## config.mk

```make
export PLATFORM = sky130hd
export DESIGN_NAME = instruction_encoder
export DESIGN_NICKNAME = d
export VERILOG_FILES = /design/src/rtl/instruction_encoder.sv
export SDC_FILE = /design/constraint.sdc
export NUM_CORES = 1
export LEC_CHECK = 0
export CAP_MARGIN = 20
export CORE_MARGIN = 1.5
export CORE_UTILIZATION = 48
export CTS_BUF_LIST = sky130_fd_sc_hd__clkbuf_4 sky130_fd_sc_hd__clkbuf_8
export CTS_CLUSTER_SIZE = 40
export DETAILED_ROUTE_END_ITERATION = 8
export GPL_ROUTABILITY_DRIVEN = 1
export PLACE_DENSITY_LB_ADDON = 0.12
export SYNTH_ARGS = -nofsm -noshare
export SYNTH_HDL_FRONTEND = slang
export SYNTH_SLANG_ARGS = --single-unit
```

## constraint.sdc

```tcl
create_clock -name clk_i -period 2 [get_ports clk_i]
set_input_delay 0.4 -clock clk_i [delete_from_list [all_inputs] [get_ports clk_i]]
set_output_delay 0.4 -clock clk_i [all_outputs]
set_load 0.01 [all_outputs]
```

## src/rtl/instruction_encoder.sv

```systemverilog
// Instruction encoder: packs field bundles into 32-bit instruction words and streams them
// through a small FIFO into instruction memory at consecutive word addresses.
module instruction_encoder #(
    parameter int unsigned FIFO_DEPTH = 4,
    parameter int unsigned AW         = 10
) (
    input  logic          clk_i,
    input  logic          rst_i,
    input  logic          start_i,
    input  logic [AW-1:0] base_addr_i,
    input  logic          in_valid_i,
    output logic          in_ready_o,
    input  logic          in_last_i,
    input  logic [6:0]    opcode_i,
    input  logic [2:0]    funct3_i,
    input  logic [6:0]    funct7_i,
    input  logic [4:0]    s1_i,
    input  logic [4:0]    s2_i,
    input  logic [4:0]    de_i,
    input  logic [4:0]    i5_i,
    input  logic [6:0]    i7_i,
    input  logic [11:0]   i12_i,
    input  logic [19:0]   address_i,
    output logic          mem_we_o,
    input  logic          mem_ready_i,
    output logic [AW-1:0] mem_addr_o,
    output logic [31:0]   mem_wdata_o,
    output logic          err_illegal_o,
    output logic          done_o,
    output logic [AW:0]   word_count_o
);

    localparam int unsigned PW = $clog2(FIFO_DEPTH);
    localparam logic [PW:0]   CntFull = (PW + 1)'(FIFO_DEPTH);
    localparam logic [PW:0]   CntOne  = (PW + 1)'(1);
    localparam logic [PW-1:0] PtrOne  = PW'(1);
    localparam logic [AW-1:0] AddrOne = AW'(1);
    localparam logic [AW:0]   WcOne   = (AW + 1)'(1);

    typedef enum logic [1:0] {StIdle, StRun, StDrain, StDone} state_e;

    state_e        state_q;
    logic [PW:0]   count_q;
    logic [PW-1:0] rd_ptr_q;
    logic [PW-1:0] wr_ptr_q;
    logic [AW-1:0] mem_addr_q;
    logic [AW:0]   word_count_q;
    logic          err_q;
    logic          done_q;
    logic [31:0]   fifo_q [FIFO_DEPTH];

    logic [31:0] enc_word;
    logic        enc_legal;
    logic        accept;
    logic        push;
    logic        pop;

    always_comb begin
        enc_word  = 32'h0;
        enc_legal = 1'b1;
        case (opcode_i)
            7'b0110011: enc_word = {funct7_i, s2_i, s1_i, funct3_i, de_i, opcode_i};
            7'b0010011: begin
                // Shift-immediate forms split the immediate into i7/i5.
                if (funct3_i == 3'b001 || funct3_i == 3'b101) begin
                    enc_word = {i7_i, i5_i, s1_i, funct3_i, de_i, opcode_i};
                end else begin
                    enc_word = {i12_i, s1_i, funct3_i, de_i, opcode_i};
                end
            end
            7'b1100111, 7'b0000011, 7'b1111110:
                enc_word = {i12_i, s1_i, funct3_i, de_i, opcode_i};
            7'b1100011, 7'b0100011, 7'b1111111:
                enc_word = {i7_i, s2_i, s1_i, funct3_i, i5_i, opcode_i};
            7'b0110111, 7'b0010111, 7'b1101111, 7'b1000000, 7'b0100000:
                enc_word = {address_i, de_i, opcode_i};
            default: enc_legal = 1'b0;
        endcase
    end

    assign in_ready_o    = (state_q == StRun) && (count_q != CntFull);
    assign accept        = in_valid_i && in_ready_o;
    assign push          = accept && enc_legal;
    assign mem_we_o      = (count_q != '0);
    assign pop           = mem_we_o && mem_ready_i;
    assign mem_addr_o    = mem_addr_q;
    assign mem_wdata_o   = fifo_q[rd_ptr_q];
    assign err_illegal_o = err_q;
    assign done_o        = done_q;
    assign word_count_o  = word_count_q;

    always_ff @(posedge clk_i) begin
        if (push) begin
            fifo_q[wr_ptr_q] <= enc_word;
        end
    end

    always_ff @(posedge clk_i or posedge rst_i) begin
        if (rst_i) begin
            state_q      <= StIdle;
            count_q      <= '0;
            rd_ptr_q     <= '0;
            wr_ptr_q     <= '0;
            mem_addr_q   <= '0;
            word_count_q <= '0;
            err_q        <= 1'b0;
            done_q       <= 1'b0;
        end else begin
            err_q  <= accept && !enc_legal;
            done_q <= 1'b0;
            if (push) begin
                wr_ptr_q <= wr_ptr_q + PtrOne;
            end
            if (pop) begin
                rd_ptr_q     <= rd_ptr_q + PtrOne;
                mem_addr_q   <= mem_addr_q + AddrOne;
                word_count_q <= word_count_q + WcOne;
            end
            case ({push, pop})
                2'b10:   count_q <= count_q + CntOne;
                2'b01:   count_q <= count_q - CntOne;
                default: count_q <= count_q;
            endcase
            case (state_q)
                StIdle: begin
                    if (start_i) begin
                        state_q      <= StRun;
                        mem_addr_q   <= base_addr_i;
                        word_count_q <= '0;
                    end
                end
                StRun: begin
                    if (accept && in_last_i) begin
                        state_q <= StDrain;
                    end
                end
                StDrain: begin
                    if (count_q == '0) begin
                        state_q <= StDone;
                        done_q  <= 1'b1;
                    end
                end
                StDone:  state_q <= StIdle;
                default: state_q <= StIdle;
            endcase
        end
    end

endmodule
```

* Word-level counts from Yosys, hierarchy flattened
Memories as Yosys holds them, arrays and structs flattened.
Cells that the tools add are included.
** Storage, ports and cells
- Bits in registers :: 32
- Bits in latches :: 0
- RAM bits :: 128
- ROM bits :: 0
- Bits of input ports :: 92
- Output and inout port bits :: 57
- Word-level logic and storage cells :: 74
- Memories kept :: 1
** Cells by class
- Add/sub/neg operators :: 6
- Multipliers :: 0
- Div/mod/pow operators :: 0
- Magnitude comparators :: 0
- Eq/ne operators :: 24
- Shift operators :: 0
- Multiplexer cells :: 18
- Bitwise logic cells :: 0
- Reduce and logical (&&, ||, !) cells :: 17
** Memories
- fifo_q :: depth 4, width 32, rd ports 1, clocked after memory_dff 0, wr ports 1, RTL line 50 : logic [31:0] fifo_q [FIFO_DEPTH];
** Operators with widths (number)
- 32-bit case mux with 5 select lines :: 1
- 7-bit equality test (second input constant) :: 6
- 11-bit 2-to-1 mux :: 3
- 32-bit 2-to-1 mux :: 1
- 10-bit 2-to-1 mux :: 3
- 7-bit by 6-bit equality test with 1-bit output (second input constant) :: 4
- 7-bit by 5-bit equality test with 1-bit output (second input constant) :: 2
- 13-bit OR reduction :: 1
- 11-bit by 1-bit adder with 11-bit output (second input constant) :: 1
- 10-bit by 1-bit adder with 10-bit output (second input constant) :: 1
- 2-bit case mux with 4 select lines :: 1
- 7-bit by 2-bit equality test with 1-bit output (second input constant) :: 1
- 2-bit equality test (second input constant) :: 3
- 1-bit logical AND :: 6
- 2-bit 2-to-1 mux :: 3
- 3-bit case mux with 2 select lines :: 1
- 3-bit OR reduction :: 2
- 1-bit 2-to-1 mux :: 5
- 5-bit OR reduction :: 1
- 2-bit by 1-bit adder with 2-bit output (second input constant) :: 2
- 2-bit by 1-bit equality test with 1-bit output (second input constant) :: 2
- 2-bit != test (second input constant) :: 2
- 3-bit by 1-bit adder with 3-bit output (second input constant) :: 1
- 3-bit by 1-bit equality test with 1-bit output (second input constant) :: 1
- 11 further kinds :: 11

* Logic depth before layout (Yosys ltp)
- Word-level depth :: 6
- Gate-level depth with buffers :: 13
- Depth with buffers taken out :: 11

* Worst setup path before layout
Ideal clock, no wire load.
- Path kind :: input port to flip-flop
- Start point :: input port opcode_i[6]
- End point :: register count_q[2]
- Setup time :: 0.080 ns
- Arrival time :: 2.617 ns
- Data required time :: 1.920 ns
- Slack :: -0.697 ns
- Stages :: 13
- Buffers on the path :: 2
- Cells stage by stage :: clkbuf_1 > and4_1 > o21ai_4 > or3b_1 > buf_6 > o21a_4 > inv_1 > ha_1 > inv_1 > fa_1 > xor2_1 > nor2_1 > xnor2_1
** On the way
- Longest elaborated chain between the ends :: 6
- Elaborated cells on any way between the ends :: 20
- Classes of those cells :: eq/ne: 15; mux: 2; reduce/logical: 3
** RTL lines
- start: declaration :: RTL line 14 : input logic [6:0] opcode_i,
- 7-bit by 5-bit equality test with 1-bit output, or another cell as far along :: RTL line 61 : case (opcode_i)
- 13-bit OR reduction (no source line) *
- 1-bit 2-to-1 mux * :: RTL line 61
- 1-bit logical AND * :: RTL line 83 : assign push = accept && enc_legal;
- 2-bit by 1-bit equality test with 1-bit output or 2-bit equality test (tied branches) :: RTL line 119 : case ({push, pop})
- 3-bit case mux with 2 select lines or 2-bit nonzero test (tied branches)
- end signal: assignment :: RTL line 120 : 2'b10: count_q <= count_q + CntOne;
- end signal: assignment :: RTL line 121 : 2'b01: count_q <= count_q - CntOne;
- end signal: assignment :: RTL line 122 : default: count_q <= count_q;
- end: declaration :: RTL line 43 : logic [PW:0] count_q;
Every way passes the cells marked *; elsewhere a longest branch is shown, timed or not.
A chain may end at the register's enable or synchronous reset.

* Worst setup path after layout
- Start point :: register rd_ptr_q[0]
- End point :: output port mem_wdata_o[6]
** On the way
- Longest elaborated chain between the ends :: 1
** RTL lines
- start: declaration :: RTL line 44 : logic [PW-1:0] rd_ptr_q;
- start signal: assignment :: RTL line 115 : rd_ptr_q <= rd_ptr_q + PtrOne;
- memory read 4 x 32 bit
- end: declaration :: RTL line 27 : output logic [31:0] mem_wdata_o,
No other way between the ends.

==> impl_metrics.py <==
metrics = {
    "run_status": {
        "status": "finished with violations",
        "failed_checks": "negative setup slack",
    },
    "clock_tree": {
        "cts_buffers": 17,
        "clockBufferDepth": 2,
        "htreeDepth": 4,
        "cts-root-buf": "clkbuf_8",
        "cts.sinks": 160,
        "clkTransAtPathRegs_ns": 0.09,
        "cts_tree": "yes",
        "worstSkewPairLatency_ns": 0.44,
    },
    "place": {
        "gp_congestion": 0.822,
        "dpl_cell_area_sq_um": 9260,
        "port_buffers": 148,
        "pre_cts_ws_ns": -1.02,
        "hpwlAfterDp_microns": 11400,
    },
    "global_routing": {
        "grt_max_degree": 33,
        "gr-total-overflow": 0,
        "grt_pass1_vias": 4903,
        "grt_antenna_before_repair": 0,
        "grt_pass1_wl_microns": 26100,
        "globalRouteTotalUtil": 0.234,
    },
    "min_path": {
        "hold_path_class": "input port to async pin",
    },
    "critical_path": {
        "crit_top_cell": "buf_6",
        "cp-startpoint": "rd_ptr_q[0]",
        "cp_slowest_stage_delay_ns": 0.53,
        "crit_required_ns": 1.60,
        "worstPathArrival_ns": 1.88,
        "path_cells": "buf_6 > buf_12 > buf_6 > mux4_2 > buf_6",
        "cp_slowest_cell": "mux4_2",
        "worstSetupStartpointType": "flip-flop",
        "reg2reg_from": "count_q[0]",
        "critical_path_class": "flip-flop to primary output",
        "path_max_fanout": 6,
        "end_kind": "primary output",
    },
    "die": {
        "die_x_microns": 124,
        "rows": 44,
        "start_util": 0.487,
        "die_area_sq_um": 15400,
        "die_h_microns": 124,
        "coreArea_sq_um": 14400,
        "io_pins": 149,
    },
    "synthesis": {
        "synth_top_area_frac": 0.548,
        "synthCells": 441,
        "syn_area_per_cell_sq_um": 15.9,
        "ys_ff_latch": 160,
        "ys_seq_area_frac": 0.662,
        "ys.flop_type": "edfxtp_1",
        "yosys_warnings": 0,
        "synth_top_cells_by_area": "edfxtp_1, dfrtp_1, mux4_2",
        "synth_area_sq_um": 7020,
        "yosysUniqueCellTypes": 55,
        "async_flop_share": 0.200,
        "synth_edf_count": 128,
        "synth_area_leader_cell": "edfxtp_1",
        "synth_nets": 545,
    },
    "timing": {
        "hold_viol_final": 0,
        "drv_slew": 0,
        "finalClockSkew_ns": 0.0124,
        "slew_headroom": 0.650,
        "setup_slack_ns": -0.277,
        "tightest_slew_ns": 0.525,
        "period_minus_slack_ns": 2.28,
        "finalSetupViolations": 33,
        "post-route-period-util": 1.14,
        "fmax_mhz": 439,
        "rsz0062_at_grt": "yes",
    },
    "flow_run": {
        "maxCapViolations": 0,
    },
    "drt": {
        "first_pass_iters": 5,
        "wl_microns": 17600,
        "drcViolationCount": 0,
        "wl_per_cell_microns": 20.3,
        "num_vias": 4793,
        "drt_iter0_drc": 384,
        "viasPerCell": 5.53,
        "ant_nets": 0,
    },
    "power": {
        "p_leak_uw": 0.00382,
        "total_power_uw": 10500,
        "powerDensity_nw_per_um2": 1050,
        "ir_drop_mv": 0.707,
    },
    "finish": {
        "nNetsFinal": 774,
        "antennaDiodeCount": 0,
        "fillers": 974,
        "final_area_sq_um": 10000,
        "layout-drive-gt1-share": 0.348,
        "final_core_util": 0.696,
        "area_growth_pct": 43.1,
    },
}
## worst max-delay path: cells and delay by family (launching register included)
family | cells | cell delay (ns)
buffers and inverters | 4 | 0.50
flip-flops | 1 | 0.41
multiplexers | 1 | 0.53
## per-layer routing
metal / routed length (microns) / track usage
met4: 269 / 0.0945
met3: 997 / 0.0490
met1: 7360 / 0.304
met5: 0 / 0
met2: 8960 / 0.388
## power by group
group / internal, uW / total (uW) / switching, uW
combinational: 2280 / 3980 / 1700
sequential: 3850 / 4130 / 280
clock: 1270 / 2440 / 1170
total: 7400 / 10500 / 3150
## sequential cells by signal (all words and copies together) (netlist names)
| signal | cells |
|---|---|
| fifo_q | 128 |
| word_count_o | 11 |
| mem_addr_o | 10 |
| count_q | 3 |
| rd_ptr_q | 2 |
| state_q | 2 |
| wr_ptr_q | 2 |
| done_o | 1 |
| err_illegal_o | 1 |
## final timing paths
path	to	slack, ns	cells past startpoint
min in group clk_i	fifo_q[1][3]	0.37	2
worst min-delay path	state_q[1]	0.33	3
worst min register to register	state_q[1]	0.55	1
worst max-delay path	mem_wdata_o[6]	-0.28	5
worst max register to register	count_q[2]	0.01	9
max in group asynchronous	mem_addr_o[0]	1.34	3
## repair_timing
action,in CTS,in global routing
setup buffers,20,6
gates cloned,5,1
gates resized for setup,207,33
hold buffers,0,0
pin swaps,14,15
endpoints found under the setup margin,286,171
## kinds of logic (layout without fill, tap and decap cells)
kind of cell | count (synthesis) | after routing | share of synthesized area
fa+ha+maj | 12 | 12 | 0.0225
flops | 160 | 160 | 0.662
mux | 37 | 37 | 0.111
simple gates | 124 | 124 | 0.0925
compound gates | 50 | 50 | 0.0604
xor+xnor | 25 | 25 | 0.0312
buf+inv | 33 | 275 | 0.0209
## through the flow
stage | hold slack [ns] | instances | setup TNS [ns]
2_1_floorplan | 0.492 | 441 | -56.71
3_3_place_gp | 0.508 | 811 | -201.00
3_5_place_dp | 0.517 | 811 | -216.17
4_1_cts | 0.331 | 867 | -7.26
5_1_grt | 0.377 | 867 | -7.90
6_report | 0.329 | 867 | -5.98
## synthesized netlist by cell type, drive strengths merged, types with 2 or more instances
cell type and instances:
nor3 3, nor2b 3, xor2 16, and4 4, a22o 13, buf 10, clkbuf 11, ha 11
inv 12, nor2 17, a21boi 2, or4 2, dfrtp 32, or3 2, xnor2 9, a21oi 5
o21a 2, or3b 2, a222oi 12, mux2 2, nand4 7, and3 5, and2 13, or2 3
nand2 48, mux4 32, nand3 8, edfxtp 128, mux2i 3, o21ai 10
## final cells by class
| cell class | count | area [sq um] | share of cell area |
|---|---|---|---|
| inverters | 12 | 45.0 | 0.00448 |
| multi-input cells | 248 | 2370 | 0.236 |
| repair buffers | 231 | 2340 | 0.233 |
| well taps | 184 | 230 | 0.0229 |
| flip-flops and latches | 160 | 4650 | 0.463 |
| clock buffers | 19 | 249 | 0.0248 |
| clock inverters | 13 | 161 | 0.0161 |
## cell usage in the layout, fill, tap and decap left out, drive strengths merged, types with 5 or more instances in the layout
| cell | count |
|---|---|
| edfxtp | 128 |
| buf | 120 |
| clkdlybuf4s50 | 107 |
| nand2 | 48 |
| mux4 | 32 |
| dfrtp | 32 |
| clkbuf | 21 |
| nor2 | 17 |
| xor2 | 16 |
| inv | 14 |
| a22o | 13 |
| and2 | 13 |
| a222oi | 12 |
| ha | 11 |
| o21ai | 10 |
| xnor2 | 9 |
| nand3 | 8 |
| nand4 | 7 |
| clkinv | 7 |
| and3 | 5 |
| a21oi | 5 |
Note: power is estimated with default switching activity, not from simulation.
==> edit: new RTL, same flow settings <==
The 4 states of `state_e` get a one-hot encoding in 4 bits.
--- a/src/rtl/instruction_encoder.sv
+++ b/src/rtl/instruction_encoder.sv
@@ -39,3 +39,3 @@
 
-    typedef enum logic [1:0] {StIdle, StRun, StDrain, StDone} state_e;
+    typedef enum logic [3:0] {StIdle = 4'b0001, StRun = 4'b0010, StDrain = 4'b0100, StDone = 4'b1000} state_e;
 
Behaviour: same outputs for any inputs over 4 cycles, from zero or initial values and one cycle with rst_i high; so few cycles prove little.
==> edit against the original RTL <==
The run still ends with setup timing left; setup slack improved by 0.049 ns; die area about the same; total power rose by 2.2%; global-route usage rose by 0.99 points; combinational power grew 5%; wire length increased by 2.8%; sequential power barely moved; clock power grew 2%; design area up 0.34%; sequential cell count increased by 2; area after synthesis barely moved; largest cell class unchanged.
==> edit: results (changes against the original RTL) <==
result of the run=finished, violations left; violations in the final reports=setup timing; worst-case headroom to the max-slew limit=59.8% (-5.2 points); Layout Nets=780 (+0.78%); total placed instance area=9280 µm² (+0.20%); WL/cell=20.7 µm (+1.9%); cts bufs inserted=17 (unchanged); internal portion of total power=0.00764 W (+3.3%); number of H-tree levels=4 (unchanged); top cells by count, synth=sky130_fd_sc_hd__edfxtp_1, sky130_fd_sc_hd__nand2_1, sky130_fd_sc_hd__dfrtp_1; post-detailed-placement half-perimeter wirelength=11600 µm (+1.6%); Data arrival, critical path=1.83 ns (-0.05 ns); top post-synthesis cells by area=sky130_fd_sc_hd__edfxtp_1, sky130_fd_sc_hd__dfrtp_1, sky130_fd_sc_hd__mux4_2, sky130_fd_sc_hd__nand2_1, sky130_fd_sc_hd__xor2_1; iteration count of the initial detailed-routing pass=5 (unchanged); cell count after placement=817 (+0.74%); sum of negative setup slack=-6.79 ns (-0.808 ns); Synth Area in XOR/XNOR=3.24% (+0.12 points); fraction of layout cells with a size suffix above 1=32.2% (-2.7 points); quantity of I/O buffers inserted on ports=148 (unchanged); largest voltage drop on the vdd net=0.677 mV (-4.2%); distinct cell type count after synthesis=51 (-7.3%); First DRT Iteration DRCs=385 (+0.26%); pre-CTS WS=-0.886 ns (+0.132 ns); Worst Setup Slack, final=-0.228 ns (+0.0489 ns); Total GRT Usage=24.4% (+0.99 points); LEAKAGE=3.88 nW (+1.6%); critical path fanouts, max=7 (+1); sequential-to-total area share from yosys stat=66.9% (+0.68 points); final weighted congestion in routability-driven placement=0.850 (+3.4%); clock-pin slew of the registers on the worst-case setup and hold paths=around 0.080 ns; post-synthesis mux area share=10.9% (-0.17 points); largest net degree at the start of global routing=35 (+6.1%); clock latency on the worst-skew pair=approximately 0.45 ns; number of standard cells in the final layout excluding fillers=874 (+0.81%); Final Setup Violations=85 (+160%); Async SR Flop Fraction=21.0% (+0.99 points); Adder-Cell Fraction of Synth Area=1.53% (-0.71 points); final clock skew=0.00735 ns (-0.00506 ns); Compound-Gate Fraction of Synth Area=6.50% (+0.46 points); number of buffers between clock root and the deepest sink=2 (unchanged); Net Count, Synth=546 (+0.18%); vias after detailed routing=4886 (+1.9%); Syn Area/Cell=15.7 µm² (-1.1%); wire length of the first global-routing pass=27000 µm (+3.6%)
[edit: per-layer routing]
metal  track usage (%)  up-vias  wire [µm]
li1                  -     2202          -
met1              32.6     2443       7580
met2              39.2      207       8910
met3              5.72       34       1200
met4              9.45        0        381
met5                 0        -          0
[edit: timing repair]
action                                  CTS  global route
pin swaps                                13            13
setup buffers                            24             5
gates cloned                              3             5
resized for setup                       193            25
endpoints found under the setup margin  295           168
[edit: worst paths after layout]
| path | startpoint | slack [ns] | depth (start not counted) | end |
|---|---|---|---|---|
| max | rd_ptr_q[0] | -0.23 | 4 | mem_wdata_o[5] |
| min | rst_i | 0.35 | 3 | err_illegal_o |
| max reg2reg | count_q[1] | -0.09 | 10 | count_q[2] |
| min reg2reg | state_q[3] | 0.54 | 2 | state_q[0] |
| max in group asynchronous | rst_i | 1.30 | 3 | rd_ptr_q[0] |
| min in group clk_i | opcode_i[2] | 0.45 | 3 | fifo_q[2][2] |
[edit: power groups by stage]
stage / logic (W) / clock network [W] / registers, W
floorplan: 0.00176 / 0 / 0.00419
global placement: 0.00359 / 0 / 0.00418
detailed placement: 0.00362 / 0 / 0.00418
CTS: 0.00431 / 0.00250 / 0.00411
global route: 0.00448 / 0.00266 / 0.00416
finish: 0.00417 / 0.00248 / 0.00412
[edit: final cells by class]
cell class	instances	area, µm²
clock inverters	11	165
repair buffers	239	2440
inverters	11	41.3
multi-input cells	249	2260
clock buffers	18	241
well taps	184	230
flip-flops and latches	162	4700
fillers	983	4350
[edit: critical path: stages (launching register included)]
cell and delay [ns]:
sky130_fd_sc_hd__dfrtp_2 0.40, sky130_fd_sc_hd__buf_6 0.14, sky130_fd_sc_hd__buf_12 0.14, sky130_fd_sc_hd__mux4_2 0.56, sky130_fd_sc_hd__buf_6 0.15
